**src/rtl/disp_arb_pkg.sv**
```systemverilog
// Shared constants and types for the seven-segment display arbiter.
package disp_arb_pkg;

    localparam int NUM_REQ = 3;

    localparam logic [NUM_REQ-1:0] GNT_NONE  = 3'b000;
    localparam logic [NUM_REQ-1:0] GNT_ENTRY = 3'b001;
    localparam logic [NUM_REQ-1:0] GNT_COUNT = 3'b010;
    localparam logic [NUM_REQ-1:0] GNT_ALERT = 3'b100;

    typedef enum logic {
        IDLE,
        GRANTED
    } state_t;

    // [3] = digit_3 ... [0] = digit_0
    typedef logic [3:0][3:0] digits_t;

    function automatic logic [NUM_REQ-1:0] highest_req(input logic [NUM_REQ-1:0] r);
        logic [NUM_REQ-1:0] g;
        g = GNT_NONE;
        for (int unsigned i = 0; i < NUM_REQ; i++) begin
            if (r[i]) begin
                g    = '0;
                g[i] = 1'b1;
            end
        end
        return g;
    endfunction

    // Bits strictly above the one-hot owner.
    function automatic logic [NUM_REQ-1:0] higher_mask(input logic [NUM_REQ-1:0] owner);
        logic [NUM_REQ-1:0] m;
        logic               seen;
        m    = '0;
        seen = 1'b0;
        for (int unsigned i = 0; i < NUM_REQ; i++) begin
            m[i] = seen;
            if (owner[i]) begin
                seen = 1'b1;
            end
        end
        return m;
    endfunction

endpackage

```
**src/rtl/display_arbiter_tick_down_counter.sv**
```systemverilog
// Loadable down-counter stepped by a strobe; stops at zero and flags it.
module tick_down_counter #(
    parameter int WIDTH = 8
) (
    input  logic             clk,
    input  logic             rst,
    input  logic             load,
    input  logic [WIDTH-1:0] load_value,
    input  logic             tick,
    output logic             zero
);

    logic [WIDTH-1:0] count_q;

    always_ff @(posedge clk) begin
        if (rst) begin
            count_q <= '0;
        end else if (load) begin
            count_q <= load_value;
        end else if (tick && (count_q != '0)) begin
            count_q <= count_q - 1'b1;
        end
    end

    assign zero = (count_q == '0);

endmodule

```
**src/rtl/display_arbiter.sv**
```systemverilog
// Fixed-priority, minimum-hold arbiter sharing the 4-digit display between three requesters.
// Optional blinking of the alert owner's enables: define DISPLAY_ARB_BLINK_EN.
module display_arbiter
    import disp_arb_pkg::*;
#(
    parameter int MIN_HOLD_TICKS   = 500,
    parameter int BLINK_HALF_TICKS = 250
) (
    input  logic                clk,
    input  logic                rst,
    input  logic                tick_ms,
    input  logic [NUM_REQ-1:0]  req,
    input  logic [15:0]         req_0_digits,
    input  logic [15:0]         req_1_digits,
    input  logic [15:0]         req_2_digits,
    input  logic [3:0]          req_0_en,
    input  logic [3:0]          req_1_en,
    input  logic [3:0]          req_2_en,
    output logic [NUM_REQ-1:0]  grant,
    output logic                grant_changed,
    output logic [3:0]          digit_3,
    output logic [3:0]          digit_2,
    output logic [3:0]          digit_1,
    output logic [3:0]          digit_0,
    output logic                enable_3,
    output logic                enable_2,
    output logic                enable_1,
    output logic                enable_0
);

    localparam int HOLD_W = (MIN_HOLD_TICKS > 0) ? $clog2(MIN_HOLD_TICKS + 1) : 1;

    if (BLINK_HALF_TICKS < 1) begin : g_bad_blink_half
        $error("BLINK_HALF_TICKS must be at least 1");
    end

    state_t              state_q, state_d;
    logic [NUM_REQ-1:0]  grant_q, grant_d;
    logic                changed_q;
    digits_t             digits_q, digits_d;
    logic [3:0]          en_q, en_d;
    logic [3:0]          en_out;
    logic                hold_load;
    logic                hold_zero;
    logic                sel_req;
    digits_t             sel_digits;
    logic [3:0]          sel_en;

    always_comb begin
        state_d = state_q;
        grant_d = grant_q;
        unique case (state_q)
            IDLE: begin
                if (|req) begin
                    state_d = GRANTED;
                    grant_d = highest_req(req);
                end
            end
            GRANTED: begin
                // Once the hold has run out, a higher request or a released owner both re-arbitrate.
                if (hold_zero && ((|(req & higher_mask(grant_q))) || !(|(req & grant_q)))) begin
                    grant_d = highest_req(req);
                    state_d = (|req) ? GRANTED : IDLE;
                end
            end
            default: begin
                state_d = IDLE;
                grant_d = GNT_NONE;
            end
        endcase
    end

    assign hold_load = (grant_d != grant_q) && (grant_d != GNT_NONE);

    always_comb begin
        sel_digits = '0;
        sel_en     = '0;
        unique case (grant_d)
            GNT_ENTRY: begin sel_digits = digits_t'(req_0_digits); sel_en = req_0_en; end
            GNT_COUNT: begin sel_digits = digits_t'(req_1_digits); sel_en = req_1_en; end
            GNT_ALERT: begin sel_digits = digits_t'(req_2_digits); sel_en = req_2_en; end
            default:   begin sel_digits = '0;                      sel_en = '0;       end
        endcase
    end

    assign sel_req = |(req & grant_d);

    // Data follows the next owner so a switch shows new digits with the new grant; a silent owner freezes.
    always_comb begin
        digits_d = digits_q;
        en_d     = en_q;
        if (grant_d == GNT_NONE) begin
            digits_d = '0;
            en_d     = '0;
        end else if (sel_req) begin
            digits_d = sel_digits;
            en_d     = sel_en;
        end
    end

    always_ff @(posedge clk) begin
        if (rst) begin
            state_q   <= IDLE;
            grant_q   <= GNT_NONE;
            changed_q <= 1'b0;
            digits_q  <= '0;
            en_q      <= '0;
        end else begin
            state_q   <= state_d;
            grant_q   <= grant_d;
            changed_q <= (grant_d != grant_q);
            digits_q  <= digits_d;
            en_q      <= en_d;
        end
    end

    tick_down_counter #(
        .WIDTH (HOLD_W)
    ) u_hold_counter (
        .clk        (clk),
        .rst        (rst),
        .load       (hold_load),
        .load_value (HOLD_W'(MIN_HOLD_TICKS)),
        .tick       (tick_ms),
        .zero       (hold_zero)
    );

`ifdef DISPLAY_ARB_BLINK_EN
    localparam int BLINK_W = (BLINK_HALF_TICKS > 1) ? $clog2(BLINK_HALF_TICKS) : 1;

    logic phase_q;
    logic blink_enter;
    logic blink_wrap;
    logic blink_zero;

    // Counter runs HALF-1 .. 0; the tick seen at zero toggles and reloads, giving HALF ticks per phase.
    assign blink_enter = (grant_d == GNT_ALERT) && (grant_q != GNT_ALERT);
    assign blink_wrap  = tick_ms && (grant_q == GNT_ALERT) && blink_zero;

    tick_down_counter #(
        .WIDTH (BLINK_W)
    ) u_blink_counter (
        .clk        (clk),
        .rst        (rst),
        .load       (blink_enter || blink_wrap),
        .load_value (BLINK_W'(BLINK_HALF_TICKS - 1)),
        .tick       (tick_ms && (grant_q == GNT_ALERT)),
        .zero       (blink_zero)
    );

    always_ff @(posedge clk) begin
        if (rst) begin
            phase_q <= 1'b1;
        end else if (blink_enter) begin
            phase_q <= 1'b1;
        end else if (blink_wrap) begin
            phase_q <= ~phase_q;
        end
    end

    assign en_out = en_q & {4{phase_q || (grant_q != GNT_ALERT)}};
`else
    assign en_out = en_q;
`endif

    assign grant         = grant_q;
    assign grant_changed = changed_q;
    assign digit_3       = digits_q[3];
    assign digit_2       = digits_q[2];
    assign digit_1       = digits_q[1];
    assign digit_0       = digits_q[0];
    assign enable_3      = en_out[3];
    assign enable_2      = en_out[2];
    assign enable_1      = en_out[1];
    assign enable_0      = en_out[0];

endmodule

```
**config.mk**
```make
export PLATFORM = sky130hd
export DESIGN_NAME = display_arbiter
export DESIGN_NICKNAME = d
export VERILOG_FILES = /design/src/rtl/disp_arb_pkg.sv /design/src/rtl/display_arbiter_tick_down_counter.sv /design/src/rtl/display_arbiter.sv
export SDC_FILE = /design/constraint.sdc
export NUM_CORES = 1
export LEC_CHECK = 0
export CORE_ASPECT_RATIO = 1.5
export CORE_MARGIN = 2
export CORE_UTILIZATION = 48
export CTS_BUF_LIST = sky130_fd_sc_hd__clkbuf_16
export CTS_CLUSTER_SIZE = 25
export DETAILED_ROUTE_END_ITERATION = 16
export GPL_TIMING_DRIVEN = 1
export PLACE_DENSITY = 0.86
export SLEW_MARGIN = 20
export SYNTH_ARGS = -nofsm -noshare
export SYNTH_HDL_FRONTEND = slang
export SYNTH_SLANG_ARGS = --single-unit
```
**constraint.sdc**
```tcl
create_clock -name clk -period 4.7 [get_ports clk]
set_input_delay 0.705 -clock clk [delete_from_list [all_inputs] [get_ports clk]]
set_output_delay 0.705 -clock clk [all_outputs]
set_load 0.02 [all_outputs]
```
==> results of run 1 <==
cell usage after synthesis, types with 2 or more instances:
library cell	n	area, um^2
dfxtp_1	34	681
buf_12	2	40.0
buf_2	9	45.0
nor4_4	2	42.5
nor3b_1	2	15.0
ha_1	2	25.0
a22oi_1	20	150
a211o_1	2	17.5
nand3b_1	21	158
o32ai_2	11	179
o21ai_0	5	25.0
nor2_1	9	33.8
or3_1	2	12.5
xnor2_1	5	43.8
clkbuf_1	7	26.3
a21oi_1	12	60.1
o211ai_1	2	15.0
nand2_1	7	26.3
nor3_1	3	15.0
xor2_1	3	26.3
buf_6	2	22.5
buf_4	2	15.0
nor2b_1	2	12.5
inv_1	8	30.0
a221oi_1	10	87.6
a221oi_2	10	150
o32ai_1	9	78.8
sequential cells by signal, summed over array words and instances, names as in the netlist, 3 cells and up:
name / cells
u_hold_counter.count_q: 9
digit_0: 4
digit_1: 4
digit_2: 4
digit_3: 4
en_out: 4
grant: 3
power by group through the flow:
stage / Clock, mW / Sequential [mW] / Combinational, mW
floorplan: 0 / 0.473 / 0.742
global placement: 0 / 0.442 / 1.01
finish: 0.313 / 0.441 / 1.06
detailed placement: 0 / 0.445 / 1.04
CTS: 0.314 / 0.439 / 1.05
global route: 0.325 / 0.448 / 1.13
worst register-to-register path: stages, from the launching register on:
cell      delay, ns
dfxtp_1        0.31
inv_1          0.11
ha_1           0.18
or4b_4         0.49
o221ai_2       0.17
a32o_2         0.41
a21oi_2        0.10
buf_4          0.22
or2_1          0.36
buf_4          0.25
o32ai_1        0.31
logic make-up after synthesis:
kind of cell | count (synthesis) | synth area share
AO/OA/AOI/OAI | 93 | 0.371
XOR/XNOR | 9 | 0.0413
multiplexers | 2 | 0.0106
flip-flops | 34 | 0.288
AND/OR/NAND/NOR | 64 | 0.197
adder cells (fa/ha/maj) | 2 | 0.0106
buffers and inverters | 31 | 0.0820
through the flow:
step                total power, mW  cells  hold WS (ns)  area [um^2]  setup WS, ns
global route                   1.91    379         0.525         3360          1.03
global placement               1.45    371         0.490         3220          1.13
floorplan                      1.21    235         0.549         2370          2.08
detailed placement             1.48    371         0.496         3220         0.994
CTS                            1.80    378         0.503         3350          1.28
finish                         1.81    379         0.504         3360          1.25
routing by layer:
| layer | global-route usage | vias to the layer above |
|---|---|---|
| met2 | 0.465 | 91 |
| li1 | - | 1100 |
| met3 | 0.0403 | 16 |
| met4 | 0.0779 | 0 |
| met5 | 0 | - |
| met1 | 0.304 | 1152 |
cell type report:
type	instances	area, um^2
Clock inverter	2	10.0
Multi-Input combinational cell	170	1500
Sequential cell	34	681
Clock buffer	5	125
Tap cell	66	82.6
Timing Repair Buffer	94	932
Inverter	8	30.0
Fill cell	397	1410
worst paths after layout:
check / endpoint / slack, ns / cells after the start
max: digit_3[2]$_SDFFE_PP0P_ / 1.25 / 9
min: digit_3[0]$_SDFFE_PP0P_ / 0.50 / 2
max reg2reg: digit_3[2]$_SDFFE_PP0P_ / 1.70 / 10
min reg2reg: digit_3[0]$_SDFFE_PP0P_ / 0.50 / 2
==> flow_summary_export.csv, run 1 <==
group,metric,value,unit
status,status,"completed",
yosys,ys_ff_latch,34,
global_routing,grt_max_degree,36,
global_routing,track_usage,0.261,
global_routing,grt_pass1_vias,2345,
clocking,worstSkewPairLatency,0.27,ns
critical_path,crit_arrival,3.63,ns
sta,finClkSkew,0.00200,ns
sta,worst_slew_pin_slew,0.978,ns
critical_path,reg2reg_from,"u_hold_counter.count_q[0]$_SDFFE_PP0P_",
yosys,syn-num-nets,303,
die,die_area,5520,um^2
yosys,synth_cell_types,59,
clocking,clk_pin_slew,0.06,ns
yosys,ys_seq_area_frac,0.288,
routing,drt-total-wl,7140,um
critical_path,critPathBufInv,3,
routing,wl_met1,2740,um
pwr,sw_frac_of_total,0.435,
sta,period_share,0.735,
sta,maxSlewViolCount,0,
sta,finalSetupViolCount,0,
clocking,htreeDepth,2,
die,io_pins,90,
min_path,hp-class,"register to register",
job,max_cap_violations,0,
critical_path,critical_path.top_delay_family,"compound AO/OA/AOI/OAI gates",
critical_path,crit_path_max_incr_delay,0.61,ns
pwr,intPower,1.02,mW
routing,drtIter0Drc,96,
clocking,clock_sink_count,34,
critical_path,slowest_stage,"clkdlybuf4s50_1",
critical_path,crit_top_cell,"buf_4",
finish,n_antenna_cell,0,
pwr,powerDensity,538,nW/um^2
clocking,post_cts_buffers,0,
routing,drc,0,
die,chipWidth,61.3,um
pwr,leakage,1.12,nW
placement,gp_congestion,0.957,
clocking,hold_buffers,0,
pwr,seqPwrFrac,0.244,
pwr,power_frac_clock,0.173,
global_routing,grt_first_pass_wirelength,11200,um
routing,first_pass_iters,4,
clocking,cts_resized,0,
sta,rsz0062_at_grt,"false",
finish,syn2layout_area_growth,42.1,%
critical_path,crit_start,"req[0]",
sta,relSlewSlack,0.348,
finish,fin_nets,381,
finish,final_cell_mix,"clkdlybuf4s50_1 (89), dfxtp_1 (34), nand3b_1 (21)",
global_routing,antenna_found_initial,0,
critical_path,start_kind,"input port",
clocking,cts_root_buf,"clkbuf_16",
die,rows,31,
sta,setup_tns,0,ns
critical_path,worstSetupEndpointType,"register",
sta,finalCriticalPeriod,3.45,ns
clocking,numCtsBuffers,5,
pwr,combPwrFrac,0.583,
die,core_area,4770,um^2
routing,wl_met2,3900,um
routing,met3_length,377,um
global_routing,grt-ovfl-total,0,
critical_path,crit_type,"input port to register",
sta,final_hold_viol_count,0,
clocking,tritoncts,"done",
min_path,min-delay-start,"digit_3[0]$_SDFFE_PP0P_",
pwr,p_sw,0.788,mW
critical_path,crit_chain,"clkdlybuf4s50_1 -> nand2_1 -> o311ai_2 -> a32o_2 -> a21oi_2 -> buf_4 -> or2_1 -> buf_4 -> o32ai_1",
critical_path,worstPathRequired,4.88,ns
clocking,clockBufferDepth,2,
critical_path,path_max_fanout,22,
finish,drive_gt1_frac,0.163,
routing,routed-via-count,2359,
yosys,syn_avg_cell_area,10.1,um^2
routing,ant_nets,0,
die,initial_utilization,0.496,
yosys,yosysWarnings,0,
yosys,syn_inst,235,
yosys,synth_edf_count,0,
placement,numPortBuffers,89,
routing,wl_per_cell,18.8,um
yosys,synth_ff_type,"dfxtp_1",
placement,post-dp-hpwl,5240,um
yosys,async_reset_ff_frac,0,
finish,final_common_cell,"clkdlybuf4s50_1",
pwr,peakVddDrop,0.000446,V
routing,via_per_inst,6.22,
finish,final_util,0.705,
yosys,syn_area,2370,um^2
routing,highest_layer,"met4",
sta,max_freq,290,MHz
die,die_h,90.0,um
No activity file was read; power rests on OpenSTA's default activity.
==> run 2, diff against run 1 <==
- CORE_UTILIZATION: 48 -> 40
- PLACE_DENSITY: 0.86 -> 0.77
- clock period: 4.7 -> 3.1 ns (I/O delays scaled with it)
==> run 2 against run 1 <==
Net effect: clock skew shrank 0.00059 ns; core utilization down 10 points; wire length fell by 4.5%; sequential power is 51% higher; via count decreased by 2.5%; total power is 54% higher; non-clock buffer count rose by 7; highest routed layer unchanged.
==> flow_summary_export.csv, run 2 (synthesis gave the netlist of run 1 again) <==
group,metric,value,unit
placement,placed_cells,385,
global_routing,grt_pass1_vias,2284,
sta,period_share,0.907,
sta,whs,0.506,ns
finish,final_cell_mix,"clkdlybuf4s50_1 (89), dfxtp_1 (34), nand3b_1 (21)",
pwr,combPwrFrac,0.591,
sta,worst_slew_pin_slew,0.673,ns
min_path,hp-class,"register to register",
placement,post-dp-hpwl,4970,um
critical_path,crit_type,"register to register",
sta,max_freq,356,MHz
routing,via_per_inst,5.85,
sta,finalCriticalPeriod,2.81,ns
sta,finalSetupViolCount,0,
placement,gp_congestion,0.916,
routing,ant_nets,0,
routing,wl_per_cell,17.3,um
clocking,cts_resized,0,
critical_path,worstSetupEndpointType,"register",
die,io_pins,90,
global_routing,grt_max_degree,35,
pwr,seqPwrFrac,0.238,
routing,first_pass_iters,4,
die,rows,34,
sta,finClkSkew,0.00141,ns
finish,drive_gt1_frac,0.181,
finish,fin_cells,393,
die,core_area,5740,um^2
clocking,tritoncts,"done",
finish,syn2layout_area_growth,45.8,%
pwr,sw_frac_of_total,0.425,
placement,placed_area,3310,um^2
sta,rsz0062_at_grt,"false",
pwr,intPower,1.60,mW
global_routing,grt_first_pass_wirelength,10900,um
routing,drc,0,
clocking,clk_pin_slew,0.05,ns
pwr,power_frac_clock,0.171,
sta,maxSlewViolCount,0,
routing,drt-total-wl,6820,um
finish,final_common_cell,"clkdlybuf4s50_1",
clocking,hold_buffers,0,
clocking,clock_sink_count,34,
clocking,clockBufferDepth,2,
sta,relSlewSlack,0.545,
clocking,cts_root_buf,"clkbuf_16",
critical_path,start_kind,"register",
clocking,worstSkewPairLatency,0.27,ns
finish,largest_register_ffs,9,
pwr,p_sw,1.18,mW
die,die_h,98.2,um
job,max_cap_violations,0,
routing,routed-via-count,2301,
global_routing,grt-ovfl-total,0,
routing,drtIter0Drc,123,
finish,fin_nets,388,
die,chipWidth,66.8,um
clocking,post_cts_buffers,0,
clocking,numCtsBuffers,5,
pwr,peakVddDrop,0.000334,V
finish,fillers,527,
status,status,"completed",
die,initial_utilization,0.412,
sta,setup_tns,0,ns
global_routing,antenna_found_initial,0,
critical_path,worstPathRequired,3.24,ns
placement,numPortBuffers,89,
pwr,leakage,1.16,nW
finish,n_antenna_cell,0,
sta,final_hold_viol_count,0,
critical_path,path_max_fanout,19,
die,die_area,6560,um^2
pwr,powerDensity,808,nW/um^2
finish,post-route-cell-area,3450,um^2
clocking,htreeDepth,2,
global_routing,track_usage,0.210,
critical_path,crit_arrival,2.95,ns
finish,top_register,"u_hold_counter.count_q",
[run 2: cell types whose count changed in the layout (fill, tap and decap cells not counted), sizes merged]
cell and change:
buf +7, clkinvlp +1
[run 2: layout make-up]
type                    instances  area (um^2)  share of cell area
multi-input cells             170         1500               0.435
inverters                       8         30.0             0.00871
clock buffers                   5          125              0.0363
repair buffers                101         1010               0.292
flip-flops and latches         34          681               0.197
clock inverters                 3         16.3             0.00472
well taps                      72         90.1              0.0261
[run 2: stage by stage]
stage | util | worst slack, ns | power [mW]
after floorplan | - | 0.560 | 1.84
after global placement | 0.576 | 0.246 | 2.29
after detailed placement | 0.576 | 0.172 | 2.32
after CTS | 0.601 | 0.346 | 2.81
after global routing | 0.601 | 0.155 | 2.97
final | 0.601 | 0.290 | 2.79
[run 2: worst paths after layout]
| check | startpoint | to | slack (ns) | depth (start not counted) |
|---|---|---|---|---|
| max | u_hold_counter.count_q[0]$_SDFFE_PP0P_ | en_out[1]$_SDFFE_PP0P_ | 0.29 | 8 |
| min | digit_3[2]$_SDFFE_PP0P_ | digit_3[2]$_SDFFE_PP0P_ | 0.51 | 2 |
| max reg2reg | u_hold_counter.count_q[0]$_SDFFE_PP0P_ | en_out[1]$_SDFFE_PP0P_ | 0.29 | 8 |
| min reg2reg | digit_3[2]$_SDFFE_PP0P_ | digit_3[2]$_SDFFE_PP0P_ | 0.51 | 2 |
[run 2: metal layers]
| metal | wire (um) | vias up | global-route usage | part of all wire |
|---|---|---|---|---|
| li1 | - | 1111 | - | - |
| met1 | 2670 | 1107 | 0.247 | 0.39 |
| met2 | 3630 | 75 | 0.372 | 0.53 |
| met3 | 407 | 8 | 0.0403 | 0.060 |
| met4 | 112 | 0 | 0.0675 | 0.016 |
| met5 | 0 | - | 0 | 0 |
[run 2: worst max-delay path, cell delays in order (launching register included)]
cell and delay [ns]:
dfxtp_1 0.30, inv_1 0.11, ha_1 0.19, or4b_4 0.51, o21ai_2 0.26, mux2_4 0.40, and2_4 0.27, a221oi_1 0.49
o32ai_1 0.15
[run 2: power groups by stage]
stage | Clock, mW | Sequential [mW] | Combinational (mW)
after global placement | 0 | 0.670 | 1.62
after CTS | 0.485 | 0.663 | 1.66
after global routing | 0.499 | 0.676 | 1.79
after floorplan | 0 | 0.717 | 1.12
final | 0.477 | 0.664 | 1.65
after detailed placement | 0 | 0.670 | 1.65
==> run 3, diff against run 2 <==
- CORE_ASPECT_RATIO: 1.5 -> default
==> run 3 against run 2 <==
Net effect: combinational power up 3%; cell area grew 1.6%; worst setup slack improved by 0.095 ns; sequential cell count unchanged; via count increased by 3.0%; global-route usage increased by 0.37 points; largest power group unchanged; non-clock buffer count up 3; critical path depth is the same; die area fell by 0.19%; fmax grew 3.5%; clock power grew 14%.
==> flow_summary_export.csv, run 3 (synthesis gave the netlist of run 1 again) <==
group,metric,value,unit
pwr,peakVddDrop,0.000462,V
routing,drt-total-wl,7120,um
routing,drtIter0Drc,115,
placement,post-dp-hpwl,5110,um
sta,finClkSkew,0.00685,ns
critical_path,worstSetupEndpointType,"register",
global_routing,grtUsageMet3,0.0367,
finish,fillers,504,
global_routing,antenna_found_initial,0,
die,io_pins,90,
critical_path,worstPathRequired,3.28,ns
min_path,hold_depth,2,
routing,routed-via-count,2369,
min_path,min_to,"digit_2[2]$_SDFFE_PP0P_",
die,rows,28,
pwr,leakage,1.19,nW
clocking,post_cts_buffers,0,
critical_path,crit_type,"input port to register",
global_routing,grt_util_met1,0.263,
clocking,cts_root_buf,"clkbuf_16",
die,core_area,5820,um^2
global_routing,grt_pass1_vias,2318,
routing,ant_nets,0,
global_routing,track_usage,0.213,
finish,final_common_cell,"clkdlybuf4s50_1",
die,die_h,80.9,um
finish,final_cell_mix,"clkdlybuf4s50_1 (89), dfxtp_1 (34), nand3b_1 (21)",
finish,syn2layout_area_growth,48.1,%
finish,largest_register_ffs,9,
finish,drive_gt1_frac,0.183,
routing,drc,0,
clocking,hold_buffers,0,
critical_path,start_kind,"input port",
status,status,"completed",
critical_path,r2r_slack,0.44,ns
global_routing,met2_usage,0.384,
die,initial_utilization,0.407,
clocking,clock_sink_count,34,
global_routing,grt_first_pass_wirelength,11100,um
finish,fin_cells,398,
critical_path,reg2reg_from,"u_hold_counter.count_q[0]$_SDFFE_PP0P_",
sta,whs,0.511,ns
global_routing,grt_max_degree,35,
clocking,tritoncts,"done",
critical_path,path_max_fanout,19,
routing,via_per_inst,5.95,
sta,worst_slew_pin_slew,0.748,ns
finish,final_util,0.602,
die,die_area,6550,um^2
routing,wl_per_cell,17.9,um
die,chipWidth,80.9,um
clocking,numCtsBuffers,5,
finish,fin_nets,391,
job,max_cap_violations,0,
global_routing,grt-ovfl-total,0,
clocking,cts_resized,0,
sta,relSlewSlack,0.494,
global_routing,grt_busiest_layer,"met2",
routing,first_pass_iters,4,
clocking,clockBufferDepth,2,
placement,pre_cts_slack,0.121,ns
sta,setup_tns,0,ns
critical_path,r2r_cells,10,
finish,top_register,"u_hold_counter.count_q",
sta,max_freq,368,MHz
clocking,worstSkewPairLatency,0.27,ns
critical_path,rr_endpoint,"u_hold_counter.count_q[5]$_SDFFE_PP0P_",
critical_path,crit_arrival,2.90,ns
clocking,clk_pin_slew,0.05,ns
sta,maxSlewViolCount,0,
pwr,powerDensity,832,nW/um^2
sta,finalCriticalPeriod,2.72,ns
sta,setup_slack,0.384,ns
sta,period_share,0.876,
sta,rsz0062_at_grt,"false",
finish,n_antenna_cell,0,
placement,gp_congestion,0.933,
min_path,hp-class,"register to register",
clocking,htreeDepth,2,
placement,numPortBuffers,89,
placement,placed_cells,391,
min_path,min-delay-start,"digit_2[2]$_SDFFE_PP0P_",
sta,finalSetupViolCount,0,
sta,final_hold_viol_count,0,
run 3: changes by cell type in the layout (fill, tap and decap cells not counted):
cell,previous run,this run
buf_12,2,3
bufinv_16,0,1
nor2_1,8,9
buf_4,10,12
clkinv_2,1,0
clkinvlp_4,1,0
nor2_2,1,0
run 3: layer usage:
| metal | part of all wire | up-vias | routed length [um] |
|---|---|---|---|
| met1 | 0.41 | 1142 | 2900 |
| li1 | - | 1127 | - |
| met3 | 0.080 | 4 | 566 |
| met2 | 0.51 | 96 | 3620 |
| met5 | 0 | - | 0 |
| met4 | 0.0045 | 0 | 32 |
run 3: how the worst max path moves through the flow:
stage                                      startpoint  slack (ns)  cells past startpoint                 endpoint
3_3_place_gp                                   req[0]        0.21                      8  digit_3[0]$_SDFFE_PP0P_
6_report                                       req[0]        0.38                      8  digit_1[3]$_SDFFE_PP0P_
4_1_cts                                        req[0]        0.40                      8  digit_3[1]$_SDFFE_PP0P_
2_1_floorplan  u_hold_counter.count_q[0]$_SDFFE_PP0P_        0.56                     10  digit_0[0]$_SDFFE_PP0P_
5_1_grt                                        req[0]        0.19                      8   en_out[2]$_SDFFE_PP0P_
3_5_place_dp                                   req[0]        0.12                      8  digit_3[1]$_SDFFE_PP0P_
run 3: power breakdown:
part           internal [mW]  total (mW)  switching, mW
clock network          0.371       0.546          0.175
registers              0.546       0.664          0.118
logic                  0.808        1.70          0.896
run 3: cell type report:
class                      instances  area (um^2)  area share
clock inverter                     2         33.8     0.00964
multi-input combinational        170         1500       0.428
tap                               75         93.8      0.0268
clock buffer                       5          125      0.0357
timing repair buffer             104         1040       0.297
sequential                        34          681       0.194
inverter                           8         30.0     0.00857
run 3: per-stage QoR:
step	cell area [um^2]	power (mW)
2_1_floorplan	2370	1.84
3_3_place_gp	3340	2.33
4_1_cts	3500	2.93
5_1_grt	3500	3.09
3_5_place_dp	3340	2.38
6_report	3500	2.91
run 3: critical path, stage by stage:
cell and delay [ns]:
clkdlybuf4s50_1 0.61, nand2_1 0.13, o311ai_2 0.43, a32o_2 0.28, buf_4 0.20, and2_4 0.36, a221oi_1 0.15, o32ai_2 0.27
